[src/rtl/sic_pkg.sv]
// Shared types and helpers for the SIC frame controller.
// Contents: state enum, default data width, bit-counter width function.
// Optional build macro used by the design: SIC_PARITY_EN (adds even parity bit).
package sic_pkg;

  localparam int unsigned SIC_NBITS_DEFAULT = 4;

  typedef enum logic [1:0] {
    IDLE   = 2'd0,
    DATA   = 2'd1,
    PARITY = 2'd2,
    STOP   = 2'd3
  } sic_state_e;

  // Counter must be able to hold the value NBITS.
  function automatic int unsigned sic_cnt_width(input int unsigned n);
    return $clog2(n + 1);
  endfunction

endpackage

[src/rtl/sic_frame_ctrl_if.sv]
// Downstream word handshake bundle of the SIC frame controller.
// Signals: word (captured data), word_valid (word available), word_ready (sink accepts).
// master = controller side, slave = consumer side.
interface sic_frame_ctrl_if
  import sic_pkg::*;
#(
  parameter int unsigned NBITS = SIC_NBITS_DEFAULT
);

  logic [NBITS-1:0] word;
  logic             word_valid;
  logic             word_ready;

  modport master (
    output word,
    output word_valid,
    input  word_ready
  );

  modport slave (
    input  word,
    input  word_valid,
    output word_ready
  );

endinterface

[src/rtl/sic_word_reg.sv]
// Output holding register: owns the captured word, its valid flag and the sticky
// overrun flag.
// Ports: clk, rst (sync, active-high); capture (good frame this edge), din (SIC
// parallel data), ready (downstream accepts), ovr_clr (clear overrun);
// word, word_valid, overrun (all registered).
module sic_word_reg
  import sic_pkg::*;
#(
  parameter int unsigned NBITS = SIC_NBITS_DEFAULT
) (
  input  logic             clk,
  input  logic             rst,
  input  logic             capture,
  input  logic [NBITS-1:0] din,
  input  logic             ready,
  input  logic             ovr_clr,
  output logic [NBITS-1:0] word,
  output logic             word_valid,
  output logic             overrun
);

  logic [NBITS-1:0] word_q, word_d;
  logic             word_valid_q, word_valid_d;
  logic             overrun_q, overrun_d;
  logic             load_c;
  logic             ovr_set_c;

  // A new word may replace the old one only if the old one is gone or leaving now.
  always_comb begin
    load_c       = capture && (!word_valid_q || ready);
    ovr_set_c    = capture && word_valid_q && !ready;
    word_d       = word_q;
    word_valid_d = word_valid_q;
    overrun_d    = overrun_q;

    if (load_c) begin
      word_d       = din;
      word_valid_d = 1'b1;
    end else if (word_valid_q && ready) begin
      word_valid_d = 1'b0;
    end

    // Set has priority over clear.
    if (ovr_set_c) begin
      overrun_d = 1'b1;
    end else if (ovr_clr) begin
      overrun_d = 1'b0;
    end
  end

  always_ff @(posedge clk) begin
    if (rst) begin
      word_q       <= '0;
      word_valid_q <= 1'b0;
      overrun_q    <= 1'b0;
    end else begin
      word_q       <= word_d;
      word_valid_q <= word_valid_d;
      overrun_q    <= overrun_d;
    end
  end

  assign word       = word_q;
  assign word_valid = word_valid_q;
  assign overrun    = overrun_q;

endmodule

[src/rtl/sic_frame_ctrl.sv]
// Frame controller for the serial-input converter: detects a start bit on p,
// enables the SIC shift for NBITS cycles, checks (optional parity and) the stop
// bit, and hands good words downstream through a valid/ready bundle.
// Ports: clk, rst (sync, active-high); p (serial line, idle 0); sic_q (SIC
// parallel output, first bit in MSB); shift_en (combinational, DATA only);
// busy, frame_err, par_err, overrun (registered); ovr_clr (clear overrun);
// wb (master side of sic_frame_ctrl_if: word, word_valid, word_ready).
// Build macro: SIC_PARITY_EN adds an even-parity bit after the data bits.
module sic_frame_ctrl
  import sic_pkg::*;
#(
  parameter int unsigned NBITS = SIC_NBITS_DEFAULT
) (
  input  logic             clk,
  input  logic             rst,
  input  logic             p,
  input  logic [NBITS-1:0] sic_q,
  output logic             shift_en,
  output logic             busy,
  output logic             frame_err,
  output logic             par_err,
  output logic             overrun,
  input  logic             ovr_clr,
  sic_frame_ctrl_if.master wb
);

  localparam int unsigned CNT_W = sic_cnt_width(NBITS);

  sic_state_e       state_q, state_d;
  logic [CNT_W-1:0] cnt_q, cnt_d;
  logic             busy_q, busy_d;
  logic             frame_err_q, frame_err_d;
  logic             capture_c;
  logic [NBITS-1:0] word_o;
  logic             word_valid_o;

`ifdef SIC_PARITY_EN
  logic             par_bad_q, par_bad_d;
  logic             par_err_q, par_err_d;
`endif

  // Next-state and pulse generation.
  always_comb begin
    state_d     = state_q;
    cnt_d       = cnt_q;
    frame_err_d = 1'b0;
    capture_c   = 1'b0;
`ifdef SIC_PARITY_EN
    par_bad_d   = par_bad_q;
    par_err_d   = 1'b0;
`endif

    case (state_q)
      IDLE: begin
        if (p) begin
          state_d   = DATA;
          cnt_d     = '0;
`ifdef SIC_PARITY_EN
          par_bad_d = 1'b0;
`endif
        end
      end

      DATA: begin
        cnt_d = cnt_q + CNT_W'(1);
        if (cnt_q == CNT_W'(NBITS - 1)) begin
`ifdef SIC_PARITY_EN
          state_d = PARITY;
`else
          state_d = STOP;
`endif
        end
      end

`ifdef SIC_PARITY_EN
      // Even parity: data bits plus parity bit must XOR to 0.
      PARITY: begin
        par_bad_d = ^{sic_q, p};
        par_err_d = ^{sic_q, p};
        state_d   = STOP;
      end
`endif

      // A 1 here is a framing error, never a new start bit.
      STOP: begin
        frame_err_d = p;
`ifdef SIC_PARITY_EN
        capture_c   = !p && !par_bad_q;
`else
        capture_c   = !p;
`endif
        state_d     = IDLE;
      end

      default: begin
        state_d = IDLE;
      end
    endcase

    busy_d = (state_d != IDLE);
  end

  always_ff @(posedge clk) begin
    if (rst) begin
      state_q     <= IDLE;
      cnt_q       <= '0;
      busy_q      <= 1'b0;
      frame_err_q <= 1'b0;
`ifdef SIC_PARITY_EN
      par_bad_q   <= 1'b0;
      par_err_q   <= 1'b0;
`endif
    end else begin
      state_q     <= state_d;
      cnt_q       <= cnt_d;
      busy_q      <= busy_d;
      frame_err_q <= frame_err_d;
`ifdef SIC_PARITY_EN
      par_bad_q   <= par_bad_d;
      par_err_q   <= par_err_d;
`endif
    end
  end

  sic_word_reg #(
    .NBITS (NBITS)
  ) u_word_reg (
    .clk        (clk),
    .rst        (rst),
    .capture    (capture_c),
    .din        (sic_q),
    .ready      (wb.word_ready),
    .ovr_clr    (ovr_clr),
    .word       (word_o),
    .word_valid (word_valid_o),
    .overrun    (overrun)
  );

  // SIC must not shift while reset is held.
  assign shift_en      = (state_q == DATA) && !rst;
  assign busy          = busy_q;
  assign frame_err     = frame_err_q;
  assign wb.word       = word_o;
  assign wb.word_valid = word_valid_o;

`ifdef SIC_PARITY_EN
  assign par_err = par_err_q;
`else
  assign par_err = 1'b0;
`endif

endmodule

[src/flat_wrapper.sv]
// flat-port wrapper written by rule: the top's interface ports become plain ports
module sic_frame_ctrl_flat import sic_pkg::*;
#(
  parameter int unsigned NBITS = SIC_NBITS_DEFAULT
)
  (clk, rst, p, sic_q, shift_en, busy, frame_err, par_err, overrun, ovr_clr, wb_word, wb_word_valid, wb_word_ready);
  sic_frame_ctrl_if #(.NBITS(NBITS)) wb_i ();
  input  logic clk;
  input  logic rst;
  input  logic p;
  input  logic [NBITS-1:0] sic_q;
  output logic shift_en;
  output logic busy;
  output logic frame_err;
  output logic par_err;
  output logic overrun;
  input  logic ovr_clr;
  output wire logic [$bits(wb_i.word)-1:0] wb_word;
  output wire logic [$bits(wb_i.word_valid)-1:0] wb_word_valid;
  input wire logic [$bits(wb_i.word_ready)-1:0] wb_word_ready;
  assign wb_word = wb_i.word;
  assign wb_word_valid = wb_i.word_valid;
  assign wb_i.word_ready = wb_word_ready;
  sic_frame_ctrl #(.NBITS(NBITS)) u_core (.clk(clk), .rst(rst), .p(p), .sic_q(sic_q), .shift_en(shift_en), .busy(busy), .frame_err(frame_err), .par_err(par_err), .overrun(overrun), .ovr_clr(ovr_clr), .wb(wb_i));
endmodule
[config.mk]
export PLATFORM = sky130hd
export DESIGN_NAME = sic_frame_ctrl_flat
export DESIGN_NICKNAME = d
export VERILOG_FILES = /design/src/rtl/sic_pkg.sv /design/src/rtl/sic_frame_ctrl_if.sv /design/src/rtl/sic_word_reg.sv /design/src/rtl/sic_frame_ctrl.sv /design/src/flat_wrapper.sv
export SDC_FILE = /design/constraint.sdc
export NUM_CORES = 1
export LEC_CHECK = 0
export BUFFER_PORTS_ARGS = -buffer_cell sky130_fd_sc_hd__buf_2
export CORE_MARGIN = 2
export CORE_UTILIZATION = 35
export DETAILED_ROUTE_END_ITERATION = 10
export GPL_TIMING_DRIVEN = 0
export MAX_ROUTING_LAYER = met4
export PLACE_DENSITY = 0.6
export SYNTH_ARGS = -nofsm -noshare
export SYNTH_HDL_FRONTEND = slang
export SYNTH_SLANG_ARGS = --single-unit
[constraint.sdc]
create_clock -name clk -period 1 [get_ports clk]
set_input_delay 0.1 -clock clk [delete_from_list [all_inputs] [get_ports clk]]
set_output_delay 0.1 -clock clk [all_outputs]
set_load 0.005 [all_outputs]
After elaboration in Yosys (flattened, before gate mapping)
Index checks and enable logic that the tools add are counted.

Output and inout bits: 10. Register bits: 13.

Bitwise logic cells: 1. $add $sub $neg: 1. Multiplexer cells: 10. Reduce and logical (&&, ||, !) cells: 17. Eq/ne operators: 4.

Operators by type and width (count): $reduce_bool 2->1 (4); $pmux 3 s2 (1); $logic_and 1x1->1 (5); $mux 1 (5); $logic_not 1->1 (4); $mux 2 (2); $pmux 2 s2 (1); $add 3x1->3 const B (1); $eq 3x2->1 const B (1); $mux 3 (1); $eq 2x1->1 const B (1); $eq 2x2->1 const B (1); $logic_not 2->1 (1); $ne 2x2->1 const B (1); $reduce_and 2->1 (1); $reduce_or 2->1 (1); $logic_or 1x1->1 (1); $not 1->1 (1).

Logic depth before layout (Yosys ltp)
Word-level depth: 5. Gate-level depth with buffers: 4.

Hierarchy
From an unflattened synthesis, not the netlist that was laid out.

Cell total of the unflattened synthesis: 56. Area total of the unflattened synthesis: 564.3 um^2.

By module, submodules not included: sic_frame_ctrl (sequential area each 140.1 um^2, instances 1, cells an instance 29, area an instance 294.0 um^2); sic_word_reg (sequential area each 120.1 um^2, instances 1, cells an instance 27, area an instance 270.3 um^2).

Worst setup path before layout
No wires, ideal clock.

Path type: register to register. Start point: register u_core.cnt_q[0]. End point: register u_core.cnt_q[2]. Period minus slack after synthesis: 1048 ps. Stages on the path, launching flop included: 5. Setup slack: -48 ps. Buffers on the path: 0. Data required time: 872 ps. Data arrival time: 921 ps. Cell sequence: dfxtp_1 ha_1 ha_1 a2bb2oi_1 nor2_1.

Word-level cells in the longest chain between the ends: 2.

Ends and longest elaborated chain: start: declaration (line sic_frame_ctrl.sv:30) `logic [CNT_W-1:0] cnt_q, cnt_d;`; start signal: assignment (line sic_frame_ctrl.sv:115) `cnt_q <= cnt_d;`; $add 3x1->3 (line sic_frame_ctrl.sv:65) `cnt_d = cnt_q + CNT_W'(1);`; $pmux 3 s2 (line sic_frame_ctrl.sv:53) `case (state_q)`.

No other way between the ends. A chain may end at the register's enable or synchronous reset.

Worst setup path in the final report
Start point: register u_core.state_q[0]. End point: register u_core.u_word_reg.word_q[2] (netlist: u_core.u_word_reg.word[2]).

Word-level cells in the longest chain between the ends: 3.

Ends and longest elaborated chain: start: declaration (line sic_frame_ctrl.sv:29) `sic_state_e state_q, state_d;`; start signal: assignment (line sic_frame_ctrl.sv:114) `state_q <= state_d;`; $eq 2x2->1 (line sic_frame_ctrl.sv:53); $mux 1 (line sic_frame_ctrl.sv:53); $logic_and 1x1->1 (line sic_word_reg.sv:30) `load_c = capture && (!word_valid_q || ready);`; end signal: assignment (line sic_word_reg.sv:57) `word_q <= word_d;`; end: declaration (line sic_word_reg.sv:22) `logic [NBITS-1:0] word_q, word_d;`.

No other way between the ends.

==> impl_results.md <==
- Largest family of logic cells by synthesized area: simple AND/OR/NAND/NOR gates
- Die Ht: 42.7 um
- Nets: 88
- Final GP Congestion: 0.653
- WP data required: 1200 ps
- Worst EP arrival: 1290 ps
- Netlist cell types: 18
- Crit-path max FO: 7
- Fmax: 0.921 GHz
- Post-DP Area: 658 um2
- Post-Route Skew: 3.11 ps
- Largest net degree at the start of global routing: 11
- Final Cycle Share: 1.09
- Rows: 13
- Multi-input logic area: 313 um2
- H-tree levels: 1
- Initial core utilization: 0.387
- Status: finished, violations left
- Initial drt markers: 8
- Ports: 19
- Core area: 1350 um2
- WHS: 52.3 ps
- Worst skew pair latency: 270 ps
- Crit start category: register
- Worst Setup SP: u_core.state_q[0]
- Worst setup endpoint: u_core.u_word_reg.word[2]
- Synth Cell Area: 523 um2
- Mux contribution to synthesized area: 0
- Total negative slack: -393 ps
- Clk root buf: clkbuf_4
- Congestion Overflow GR: 0
- All-Layer GR Usage: 0.137
- Filler instances: 135
- Antenna viol nets, final: 0
- Most common cell after layout, fill and taps aside: buf_2
- Die area: 1820 um2
- Flop2flop setup slack: -90 ps
- Most frequent cells in the layout: buf_2 (17), dfxtp_1 (8), nor2_1 (6)
- Post-Route Utilization: 0.560
- Crit end category: register
- Final setup fails: 6
- Final slew viol count: 0
- DR vias/cell: 5.00
- YS warnings: 0
- Via Count: 455
- Synth Area in Simple Gates: 0.232
- Peak VDD IR: 0.672 mV
- Post-DP HPWL: 707 um
- Worst min path class: in -> reg
- Failing checks: setup timing
- First drt pass iteration count: 4
- Critical R2R Capture: u_core.u_word_reg.word[2]
- Fin crit period: 1090 ps
- TritonCTS clock tree: yes
- First-pass GRT wire length: 1.84 mm
- # diodes: 0
- Clock sinks: 13
- Fin area: 756 um2
- Share of cells above drive strength 1: 0.539
- PwrDens: 1260 nW/um2
- Initial antenna violation count: 0
- Sequential share of the synthesized area: 0.498
- Clock transition at path regs: 80 ps
- Post-synth net total: 64
- FF-to-FF path depth: 3
- Final WL: 1.04 mm
- Compound-Gate Fraction of Synth Area: 0.165
- Number of global-route vias before repair: 450
- Crit path kind: reg -> reg
- DR WL/cell: 11.5 um
- Syn avg cell area: 9.87 um2
- Synth-to-layout area growth: 44.5%
- FF+latch area: 272 um2
- DP Worst Slack: -105 ps
- Deepest clock path buffer count: 2
- Final hold violations: 0
- Setup WS post-layout: -85.2 ps
- Xor/xnor share of the synthesized area: 0
- HP Start: rst
- Max_cap viols: 0
- DRC: 0
- CTS Buf Count: 3
- Seq cells post-synth: 13
- Hold_buf cts: 0
- RSZ-0062 raised after global routing: true
- Syn Inst Count: 53
- Reg2reg start: u_core.state_q[0]
- Port bufs: 17
- Die extent in x: 42.7 um
- Leakage: 0.338 nW
- Post-Synth Adder-Cell Area: 0.0478
==> kinds of logic after synthesis <==
| group | count (synthesis) |
|---|---|
| AOI/OAI and AO/OA | 14 |
| adders and majority gates | 2 |
| buffers and inverters | 6 |
| DFF | 13 |
| other | 1 |
| and+or+nand+nor | 17 |
==> worst max-delay path, cell delays in order, from the launching register on <==
cell	delay, ps
dfxtp_4	400
nand3b_4	120
or3b_1	380
a21oi_2	120
==> layer usage <==
layer,wire length [um],vias to the layer above,global-route usage
met2,540,10,0.221
met3,51,2,0.0298
li1,-,227,-
met1,441,216,0.155
met4,11,0,0.0750
met5,0,-,-
==> layout make-up <==
| class | count | area share |
|---|---|---|
| Tap cell | 15 | 0.0248 |
| Timing Repair Buffer | 19 | 0.132 |
| Clock buffer | 4 | 0.0348 |
| Buffer | 2 | 0.0149 |
| Multi-Input combinational cell | 34 | 0.414 |
| Sequential cell | 13 | 0.359 |
| Inverter | 4 | 0.0199 |
==> how the worst min path moves through the flow <==
stage                      endpoint  slack (ps)  cells after the start
global route        u_core.cnt_q[0]          40                      2
floorplan           u_core.cnt_q[0]         170                      1
CTS                 u_core.cnt_q[0]          30                      2
detailed placement  u_core.cnt_q[0]         300                      2
finish              u_core.cnt_q[0]          50                      2
global placement    u_core.cnt_q[0]         300                      2
==> report_power, final <==
group | total (mW) | leakage, nW | switching [mW] | internal, mW
sequential | 0.540 | 0.108 | 0.0134 | 0.527
combinational | 0.0973 | 0.214 | 0.0442 | 0.0531
clock | 0.317 | 0.0150 | 0.163 | 0.154
total | 0.955 | 0.338 | 0.221 | 0.734
==> through the flow <==
step | cells | total power, mW
final | 91 | 0.955
after CTS | 91 | 0.961
after detailed placement | 85 | 0.625
after global routing | 91 | 1.01
after global placement | 85 | 0.624
after floorplan | 53 | 0.594
==> cell usage after synthesis <==
master / n / area share
a211oi_1: 1 / 0.014
a21oi_1: 5 / 0.048
a2bb2oi_1: 3 / 0.050
and2_1: 1 / 0.012
and2b_4: 1 / 0.019
and4b_2: 1 / 0.022
buf_1: 1 / 0.0072
buf_4: 1 / 0.014
conb_1: 1 / 0.0072
dfxtp_1: 13 / 0.50
ha_1: 2 / 0.048
inv_1: 4 / 0.029
nand2b_1: 2 / 0.024
nand3b_4: 1 / 0.038
nor2_1: 7 / 0.050
o21ai_0: 4 / 0.038
o21bai_1: 1 / 0.014
or3b_1: 4 / 0.067
==> registers in the layout (all words and copies together), names as in the netlist <==
name and count:
u_core.state_q 2, u_core.u_word_reg.overrun 1, u_core.u_word_reg.word_valid 1, u_core.cnt_q 3
u_core.busy 1, u_core.u_word_reg.word 4, u_core.frame_err 1
==> timing repair <==
action	in CTS	in global routing
pin swaps	11	2
gates resized for setup	6	8
setup endpoints to repair	7	9
setup buffers	2	0
Note: power is estimated with default switching activity, not from simulation.
